--- config.mk ---
export PLATFORM = sky130hd
export DESIGN_NAME = sqrt_bcd_display
export DESIGN_NICKNAME = d
export VERILOG_FILES = /design/src/rtl/sqrt_bcd_display.sv
export SDC_FILE = /design/constraint.sdc
export NUM_CORES = 1
export LEC_CHECK = 0
export CAP_MARGIN = 20
export CORE_AREA = 2 2 56 97
export DETAILED_ROUTE_END_ITERATION = 8
export DIE_AREA = 0 0 58 99
export PLACE_DENSITY = 0.77
export SETUP_SLACK_MARGIN = 0.1
export SLEW_MARGIN = 15
export SYNTH_ARGS = -nofsm -noshare
export SYNTH_HDL_FRONTEND = slang
export SYNTH_SLANG_ARGS = --single-unit
--- constraint.sdc ---
create_clock -name clock -period 2.25 [get_ports clock]
set_clock_uncertainty 0.2 [all_clocks]
set_input_delay 0.3375 -clock clock [delete_from_list [all_inputs] [get_ports clock]]
set_output_delay 0.3375 -clock clock [all_outputs]
set_load 0.005 [all_outputs]
--- src/rtl/sqrt_bcd_display.sv ---
// Purpose: captures the sqrt result on endop, converts it to 3-digit BCD by double-dabble, scans it onto a 3-digit 7-seg display.
// Latency: bcd and the done pulse appear 8 cycles after the capture edge; one result per 9 cycles at most.
// Backpressure: none; endop during a conversion is dropped and sets sticky overrun. Option: LEADING_ZERO_BLANK_EN.
module sqrt_bcd_display #(
  parameter int REFRESH_BITS = 16
) (
  input  logic        clock,
  input  logic        reset,
  input  logic        endop,
  input  logic [7:0]  sqrt,
  output logic        busy,
  output logic        done,
  output logic        overrun,
  output logic [11:0] bcd,
  output logic [2:0]  an,
  output logic [6:0]  seg
);

  typedef enum logic {IDLE, CONV} state_t;

  state_t                  state, state_nxt;
  logic [7:0]              shreg;
  logic [11:0]             scratch;
  logic [2:0]              count;
  logic [11:0]             adj;
  logic [19:0]             shifted;
  logic                    load, step, last;
  logic [REFRESH_BITS-1:0] scan_cnt;
  logic [1:0]              sel;
  logic [3:0]              digit;
  logic                    blank;

  function automatic logic [6:0] seg7(input logic [3:0] d);
    case (d)
      4'd0:    seg7 = 7'b1000000;
      4'd1:    seg7 = 7'b1111001;
      4'd2:    seg7 = 7'b0100100;
      4'd3:    seg7 = 7'b0110000;
      4'd4:    seg7 = 7'b0011001;
      4'd5:    seg7 = 7'b0010010;
      4'd6:    seg7 = 7'b0000010;
      4'd7:    seg7 = 7'b1111000;
      4'd8:    seg7 = 7'b0000000;
      4'd9:    seg7 = 7'b0010000;
      default: seg7 = 7'b1111111;
    endcase
  endfunction

  // Double-dabble step: add 3 to each nibble >= 5, then shift {scratch,shreg} left by one.
  always_comb begin
    adj[3:0]   = (scratch[3:0]   >= 4'd5) ? scratch[3:0]   + 4'd3 : scratch[3:0];
    adj[7:4]   = (scratch[7:4]   >= 4'd5) ? scratch[7:4]   + 4'd3 : scratch[7:4];
    adj[11:8]  = (scratch[11:8]  >= 4'd5) ? scratch[11:8]  + 4'd3 : scratch[11:8];
    shifted    = {adj, shreg} << 1;
  end

  // Next-state logic: IDLE accepts endop, CONV runs exactly 8 steps.
  always_comb begin
    state_nxt = state;
    load      = 1'b0;
    step      = 1'b0;
    last      = 1'b0;
    case (state)
      IDLE: begin
        if (endop) begin
          load      = 1'b1;
          state_nxt = CONV;
        end
      end
      CONV: begin
        step = 1'b1;
        if (count == 3'd7) begin
          last      = 1'b1;
          state_nxt = IDLE;
        end
      end
      default: state_nxt = IDLE;
    endcase
  end

  // State register.
  always_ff @(posedge clock) begin
    if (reset) state <= IDLE;
    else       state <= state_nxt;
  end

  // Conversion datapath; bcd only changes on the final step so the display never sees partial sums.
  always_ff @(posedge clock) begin
    if (reset) begin
      shreg   <= 8'd0;
      scratch <= 12'd0;
      count   <= 3'd0;
      bcd     <= 12'h000;
      done    <= 1'b0;
    end else begin
      done <= last;
      if (load) begin
        shreg   <= sqrt;
        scratch <= 12'd0;
        count   <= 3'd0;
      end else if (step) begin
        scratch <= shifted[19:8];
        shreg   <= shifted[7:0];
        count   <= count + 3'd1;
      end
      if (last) bcd <= shifted[19:8];
    end
  end

  // Sticky flag for results dropped because a conversion was in flight.
  always_ff @(posedge clock) begin
    if (reset)                      overrun <= 1'b0;
    else if (endop && state == CONV) overrun <= 1'b1;
  end

  assign busy = (state == CONV);

  // Free-running scan counter; its top two bits pick the digit slot.
  always_ff @(posedge clock) begin
    if (reset) scan_cnt <= '0;
    else       scan_cnt <= scan_cnt + {{(REFRESH_BITS-1){1'b0}}, 1'b1};
  end

  assign sel = scan_cnt[REFRESH_BITS-1 -: 2];

  // Digit select, optional leading-zero blanking and segment decode.
  always_comb begin
    an    = 3'b111;
    digit = 4'hF;
    blank = 1'b0;
    case (sel)
      2'd0: begin an = 3'b110; digit = bcd[3:0];  end
      2'd1: begin an = 3'b101; digit = bcd[7:4];  end
      2'd2: begin an = 3'b011; digit = bcd[11:8]; end
      default: begin an = 3'b111; digit = 4'hF; end
    endcase
`ifdef LEADING_ZERO_BLANK_EN
    blank = ((sel == 2'd2) && (bcd[11:8] == 4'd0)) ||
            ((sel == 2'd1) && (bcd[11:4] == 8'd0));
`else
    blank = 1'b0;
`endif
    seg = blank ? 7'b1111111 : seg7(digit);
  end

endmodule

# Word-level counts from Yosys, hierarchy flattened
# Memory sizes are Yosys's and may differ from the RTL's.
# Index checks and enable logic that the tools add are counted.
# totals
regBits,54
mem_bits_ro,112
in_bits,11
output_inout_bits,25
elab_cells,39
n_memories,1
# classes
addsub,5
order_cmp,3
eq_ne,3
muxes,14
bitwise,1
n_reduce_logical,4
# mem_list
name,words,word_bits,read_ports,rd_ports_with_merged_regs,write_ports,line_no,rtl
(name not given),16,7,1,0,0,34,case (d)
# op_table
operator,n
$add 16x1->16 const B,1
$mux 8,2
$ge 4x3->1 const B,3
$pmux 4 s3,1
$pmux 3 s3,1
$add 4x2->4 const B,2
$mux 4,2
$mux 1,6
$add 3x1->3 const B,1
$add 3x2->3 const B,1
$eq 3x3->1 const B,1
$mux 3,1
$eq 2x1->1 const B,1
$eq 2x2->1 const B,1
$logic_not 2->1,1
$pmux 1 s2,1
$reduce_bool 2->1,1
$reduce_or 2->1,1
$logic_and 1x1->1,1
$not 1->1,1

# Longest topological paths before layout
# Gate-level depths: netlist (run 1).
# depth
word_depth,3
ltp_mapped,7
mapped_depth_nobuf,7

# Worst setup path after synthesis (run 1)
# No wires, ideal clock.
# synth_timing
kind,reg2out
from,register scan_cnt[15]
to,output port seg[5]
arrival_ns,1.541
required_ns,1.712
path_slack_ns,0.171
stages_incl_launch_ff,7
n_path_buf,1
cell_sequence,dfxtp_1 buf_6 mux2_4 o22ai_2 inv_1 ha_1 o32a_1
# synth_via
elab_chain_cells,3
word_cells_on_any_way,5
classes_between,2 x eq/ne; 1 x mux; 1 x reduce/logical; 1 x memory
# synth_lines
item,line_no,rtl
start: declaration,28,logic [REFRESH_BITS-1:0] scan_cnt;
start signal: assignment,121,"else scan_cnt <= scan_cnt + {{(REFRESH_BITS-1){1'b0}}, 1'b1};"
$eq 2x2->1 (tied with other cells),131,case (sel)
$pmux 4 s3 (*),131,
$mem_v2 16x7 (*),--,
end: declaration,16,output logic [6:0] seg
# Every way passes the cells marked *; elsewhere a longest branch is shown, timed or not.

# Worst setup path after layout (run 1)
# layout_timing
from,register scan_cnt[15]
to,output port seg[0]
# The elaborated chain is that of the path after synthesis.

==> results.toml, run 1 <==
[run_status]
outcome = "complete, but fails checks"
violations = "setup timing"

[job]
maxCapViolCount = 0

[clock_network]
cts_buffers = 5
cts_root_buffer = "clkbuf_8"
cts_buffer_depth = 2
clock_latency_ps = 310
ctsHoldBuffers = 0
cts.sinks = 54
cts_tree = "built"
clk_pin_slew_ps = 90
htree_num_levels = 2

[worst_setup_path]
crit_required_ps = 1710
startpoint_type = "flip-flop"
crit_type = "flip-flop to output port"
r2r_cells = 6
worstPathArrival_ps = 1970
cp-end-kind = "output port"
cp_max_fo = 4

[drt]
vias = 2161
drc = 0
ant_nets = 0
drt-pass1-iter-count = 4
via_per_inst = 5.443
wl_mm = 5.452
wl_per_cell_um = 13.73
initialDrtViolationCount = 28

[timing]
rsz0062_at_grt = "true"
worstMarginPinSlew_ps = 462.0
period_minus_slack_ps = 2512
fmax_mhz = 398.1
relSlewSlack = 0.6920
hold_viol = 0
setup_ws_ps = -261.9
setup_viol = 7
post-route-period-util = 1.116
holdWs_ps = 256.1
maxSlewViolCount = 0

[power]
powerDensity_mw_per_mm2 = 525.0
combPwrFrac = 0.073
worst_ir_drop_vdd_mv = 0.4908
power.switching_uw = 380.8
seqPwrFrac = 0.557
switching_share = 0.2146
leakage_nw = 1.393
finalPower_mw = 1.774
clkPwrFrac = 0.369
p_int_mw = 1.393

[min_path]
holdPathStages = 1
hold_class = "flip-flop to flip-flop"

[layout]
n_antenna_cell = 0
syn2layout_area_growth_pct = 30.61
nFillCells = 394
nets = 366
drive_above_1_share = 0.2070

[synth]
synth_xor_xnor_area_share = 0.05754
synthFlopType = "dfxtp_1"
yosys.area_share.simple = 0.1688
synthMuxAreaShare = 0.1103
synth_seq_area_share = 0.4178
synth_fa_ha_area_frac = 0.05803
syn_nets = 303
ys_warn_count = 0
synthDistinctLibCells = 41
ys_seq_elements = 54
synth_top_family_by_area = "simple AND/OR/NAND/NOR gates"
async_reset_ff_frac = 0
synth_compound_area_frac = 0.1480
syn_area_per_cell_um2 = 9.241
synth_edf_count = 0
syn_inst = 280
synthesis.area_mm2 = 0.002587

[global_route]
overflow = 0
grtUsageTotal = 0.2105
antenna_found_initial = 0
grt_pass1_vias = 2170
grt_max_degree = 27
grt_pass1_wl_mm = 9.446

[floorplan]
ios = 36
dieArea_mm2 = 0.005742
fp.dieH_um = 99
die_x_um = 58
design.core.area_mm2 = 0.004935
start_util = 0.5243
rows = 34

[placed_design]
dpl.hpwl_mm = 4.204
port_buffers = 35
gp_congestion = 0.8794
## final cells by class
class | count | area (um2) | share of cell area
Inverter | 12 | 45.04 | 0.01333
Tap cell | 54 | 67.56 | 0.01999
Multi-Input combinational cell | 202 | 1469 | 0.4347
Sequential cell | 54 | 1085 | 0.3210
Clock inverter | 1 | 30.03 | 0.008886
Clock buffer | 6 | 82.58 | 0.02444
Timing Repair Buffer | 68 | 600.6 | 0.1777
## sequential cells by signal, indices dropped and copies added, names as in the netlist
register and cells:
busy 1, count 3, shreg 8, scan_cnt 16
overrun 1, bcd 12, scratch 12, done 1
## metal layers
metal / GRT usage / share of wire / up-vias / wire (um)
li1: - / - / 1089 / -
met5: 0 / 0 / - / 0
met2: 0.4091 / 0.56 / 50 / 3042
met1: 0.2073 / 0.38 / 1011 / 2098
met3: 0.02887 / 0.030 / 11 / 161
met4: 0.09839 / 0.027 / 0 / 149
## power by group through the flow
stage	sequential, mW	clock, mW	combinational (mW)
detailed placement	1.01	0	0.130
floorplan	1.01	0	0.0871
finish	0.989	0.655	0.130
global route	0.992	0.704	0.146
global placement	1.01	0	0.126
CTS	0.989	0.665	0.131
## final timing paths
kind | startpoint | end | slack, ps
worst min-delay path | scan_cnt[0]$_SDFF_PP0_ | scan_cnt[0]$_SDFF_PP0_ | 260
worst min register to register | scan_cnt[0]$_SDFF_PP0_ | scan_cnt[0]$_SDFF_PP0_ | 260
worst max register to register | count[0]$_SDFFE_PP0P_ | bcd[4]$_SDFFE_PP0P_ | 410
worst max-delay path | scan_cnt[15]$_SDFF_PP0_ | seg[0] | -260
## Yosys cell counts, types with 2 or more instances
master / number / area [um2]
buf_1: 3 / 11.26
o22ai_2: 2 / 25.02
nand2_1: 14 / 52.55
ha_1: 12 / 150.1
and3_1: 2 / 12.51
nor4_2: 2 / 25.02
o22ai_4: 2 / 40.04
nor2_1: 44 / 165.2
nand3_1: 11 / 55.05
nand2b_1: 3 / 18.77
nor3b_1: 5 / 37.54
xor2_1: 7 / 61.31
or2_2: 2 / 12.51
a22o_1: 7 / 61.31
o21ai_1: 2 / 10.01
inv_1: 11 / 41.29
a21o_1: 3 / 22.52
mux2i_1: 21 / 210.2
a21oi_1: 23 / 115.1
xnor2_1: 10 / 87.58
a211oi_1: 3 / 22.52
clkbuf_1: 6 / 22.52
dfxtp_1: 54 / 1081
o21ai_0: 9 / 45.04
mux2_4: 5 / 75.07
nor3_1: 2 / 10.01
## through the flow
stage          setup TNS [ps]  std cells  area (um2)  setup slack, ps    util
6_report                -1286        397        3379           -261.9  0.6848
5_1_grt                 -1722        397        3379           -323.4  0.6848
4_1_cts                 -1518        395        3367           -261.7  0.6823
3_5_place_dp            -1792        384        3163           -298.3  0.6410
3_3_place_gp            -1521        384        3163           -254.8  0.6410
2_1_floorplan               0        280        2587            171.1       -
## critical path: stages, from the launching register on
cell and delay (ps):
dfxtp_4 380, buf_6 120, nand2b_4 170, buf_12 150
o22ai_4 170, nand2_2 90, mux2_4 310, a21o_1 160
buf_2 120
## cell usage in the layout, fill, tap and decap left out, types with 2 or more instances in the layout
cell type	n
nor2_1	43
dfxtp_1	53
mux2i_1	20
xnor2_1	10
nor3_1	2
o21ai_1	2
buf_4	25
dlygate4sd2_1	2
nor3b_1	5
buf_6	6
ha_1	10
and3_1	2
clkbuf_8	6
inv_2	3
xor2_1	7
ha_4	2
nand3_1	11
nand2b_1	3
a21o_1	3
nand2_1	14
o22ai_4	4
inv_1	8
nor4_2	2
a21oi_1	23
o21ai_0	9
a211oi_1	2
buf_2	6
a22o_1	7
or2_2	2
mux2_4	5
clkdlybuf4s50_1	25
## what timing repair did
action                     4_1_cts  5_1_grt
setup endpoints to repair        8        9
pin swaps                        9        4
buffers inserted                 4        2
gates resized for setup         43        6
## kinds of logic (layout without fill, tap and decap cells)
| kind of cell | after synthesis | in the layout |
|---|---|---|
| adder cells (fa/ha/maj) | 12 | 12 |
| multiplexers | 26 | 26 |
| buffers and inverters | 24 | 87 |
| AO/OA/AOI/OAI | 56 | 56 |
| XOR/XNOR | 17 | 17 |
| flip-flops | 54 | 54 |
| AND/OR/NAND/NOR | 91 | 91 |
(Power assumes the default switching activity.)
==> inputs of run 2 (changes only) <==
--- a/config.mk
+++ b/config.mk
@@ -6,11 +6,11 @@
 export NUM_CORES = 1
 export LEC_CHECK = 0
 export CAP_MARGIN = 20
-export CORE_AREA = 2 2 56 97
+export CORE_AREA = 2 2 54 94
 export DETAILED_ROUTE_END_ITERATION = 8
-export DIE_AREA = 0 0 58 99
-export PLACE_DENSITY = 0.77
-export SETUP_SLACK_MARGIN = 0.1
+export DIE_AREA = 0 0 56 96
+export PLACE_DENSITY = 0.81
+export SETUP_SLACK_MARGIN = 0.4
 export SLEW_MARGIN = 15
 export SYNTH_ARGS = -nofsm -noshare
 export SYNTH_HDL_FRONTEND = slang
==> constraint.sdc (replaced) <==
create_clock -name clock -period 2.95 [get_ports clock]
set_clock_uncertainty 0.2 [all_clocks]
set_input_delay 0.4425 -clock clock [delete_from_list [all_inputs] [get_ports clock]]
set_output_delay 0.4425 -clock clock [all_outputs]
set_load 0.005 [all_outputs]
==> run 2 against run 1 <==
Compared with the run above:
- first-iteration DRC count rose by 39%
- final cell count fell by 3.8%
- via count fell by 3.1%
- total power fell by 28%
- critical path depth fell by 2
- the flow now finishes without violations
- sequential cell count did not move
- count of clock-buffer cells in the layout rose by 1
- largest power group unchanged
- sequential power fell by 23%
- wire length fell by 2.0%
- sequential share of layout area rose by 1.4 points
==> results.toml, run 2 (synthesized netlist as in run 1, its figures left out) <==
[worst_setup_path]
crit_type = "flip-flop to output port"
cp-end-kind = "output port"
startpoint_type = "flip-flop"
critical_path.cell_chain = "mux2_4 -> o22ai_4 -> and2b_1 -> mux2_4 -> a21o_1 -> buf_2"
cp.depth = 6
path_common_cell = "mux2_4"
crit_start = "scan_cnt[15]$_SDFF_PP0_"
worstPathArrival_ps = 1990
critPathSlowestCell = "dfxtp_4"
r2r_cells = 7
cp_max_fo = 7
endpoint = "seg[0]"
r2r-start = "scratch[1]$_SDFFE_PP0P_"
reg2reg_to = "scratch[2]$_SDFFE_PP0P_"
crit_required_ps = 2310
cp_num_buf_inv = 1
max_stage_delay_ps = 400
critPathTopFamily = "multiplexers"
r2r_slack_ps = 1160

[clock_network]
cts_root_buffer = "clkbuf_8"
clk_pin_slew_ps = 90
cts_buffers = 5
ctsHoldBuffers = 0
cts.sinks = 54
clock_latency_ps = 310
htree_num_levels = 2
cts_tree = "built"
cts_buffer_depth = 2

[placed_design]
dpl.hpwl_mm = 3.847
dpl_worst_slack_ps = 121.8
post_dp_cell_area_mm2 = 0.002998
port_buffers = 35
gp_congestion = 0.8807
dpl.cell_count = 362

[timing]
worstMarginPinSlew_ps = 618.0
setup_ws_ps = 318.1
period_minus_slack_ps = 2632
rsz0062_at_grt = "true"
post-route-period-util = 0.8922
fin_setup_tns_ps = 0
relSlewSlack = 0.5875
hold_viol = 0
fmax_mhz = 379.9
maxSlewViolCount = 0
setup_viol = 0

[layout]
syn2layout_area_growth_pct = 25.19
layout.cells.most_common = "dfxtp_1"
drive_above_1_share = 0.1758
n_antenna_cell = 0
final_area_mm2 = 0.003239
final_cell_mix = "dfxtp_1 (53), nor2_1 (44), clkdlybuf4s50_1 (28)"
largest_reg_flops = 16
fin_util = 0.7005
reg_top3 = "scan_cnt: 16 flops, bcd: 12 flops, scratch: 12 flops"
nets = 352
regMostFlops = "scan_cnt"
final_cells = 382

[floorplan]
design.core.area_mm2 = 0.004624
start_util = 0.5595
dieArea_mm2 = 0.005376
rows = 33
ios = 36
die_x_um = 56
fp.dieH_um = 96

[global_route]
grt_max_degree = 19
antenna_found_initial = 0
met3_usage = 0.04032
grt_use_met2 = 0.4108
grt-busiest-layer = "met2"
grt_pass1_vias = 2001
grtUsageTotal = 0.2053
grt_use_met1 = 0.1975
overflow = 0
grt_pass1_wl_mm = 8.721

[drt]
wl_per_cell_um = 13.99
drt-pass1-iter-count = 4
drc = 0
vias = 2094
wl_mm = 5.344
ant_nets = 0
initialDrtViolationCount = 39
via_per_inst = 5.482

[job]
maxCapViolCount = 0

[power]
leakage_nw = 1.307
powerDensity_mw_per_mm2 = 391.7
worst_ir_drop_vdd_mv = 0.3788

[min_path]
hold_class = "flip-flop to flip-flop"

[run_status]
outcome = "completed"
run 2: cell types whose count changed in the layout (fill, tap and decap cells not counted), moves of 2 or more:
cell	delta
clkbuf_2	+2
buf_2	-3
buf_6	-2
clkdlybuf4s50_1	+3
buf_4	-10
run 2: stage by stage:
| step | total power, mW | hold WS (ps) |
|---|---|---|
| after floorplan | 0.8362 | 217.6 |
| after global placement | 0.8684 | 231.7 |
| after detailed placement | 0.8719 | 241.8 |
| after CTS | 1.280 | 262.0 |
| after global routing | 1.321 | 288.5 |
| final | 1.269 | 262.3 |
run 2: worst min path at each step:
stage                                start                      to  slack, ps  depth (start not counted)
CTS                 scan_cnt[0]$_SDFF_PP0_  scan_cnt[0]$_SDFF_PP0_        260                          1
finish              scan_cnt[0]$_SDFF_PP0_  scan_cnt[0]$_SDFF_PP0_        260                          1
global route        scan_cnt[0]$_SDFF_PP0_  scan_cnt[0]$_SDFF_PP0_        290                          1
detailed placement  scan_cnt[0]$_SDFF_PP0_  scan_cnt[0]$_SDFF_PP0_        240                          1
floorplan           scan_cnt[0]$_SDFF_PP0_  scan_cnt[0]$_SDFF_PP0_        220                          1
global placement    scan_cnt[0]$_SDFF_PP0_  scan_cnt[0]$_SDFF_PP0_        230                          1
run 2: layout make-up:
class	instances	area, um2
Multi-Input combinational cell	202	1476
Fill cell	356	1385
Sequential cell	54	1085
Timing Repair Buffer	54	476.7
Clock buffer	7	86.33
Tap cell	52	65.06
Inverter	12	45.04
Clock inverter	1	5.005
run 2: what timing repair did:
| action | in CTS | in global routing |
|---|---|---|
| pin swaps | 6 | 7 |
| resized for setup | 25 | 19 |
| setup buffers | 9 | 3 |
| setup endpoints to repair | 7 | 7 |
run 2: worst register-to-register path, delay by kind of cell (launching register included):
kind / cells / cell delay (ps)
fa+ha+maj: 1 / 170
buf+inv: 1 / 90
mux: 2 / 410
compound gates: 1 / 270
simple gates: 2 / 230
flops: 1 / 370
run 2: where the power goes:
| group | internal [mW] | switching (mW) |
|---|---|---|
| sequential | 0.743 | 0.0155 |
| combinational | 0.0484 | 0.0467 |
| clock | 0.190 | 0.226 |
| total | 0.981 | 0.288 |
run 2: per-layer routing:
metal / up-vias / part of all wire
li1: 1060 / -
met1: 983 / 0.37
met2: 43 / 0.58
met3: 8 / 0.033
met4: 0 / 0.016
met5: - / 0
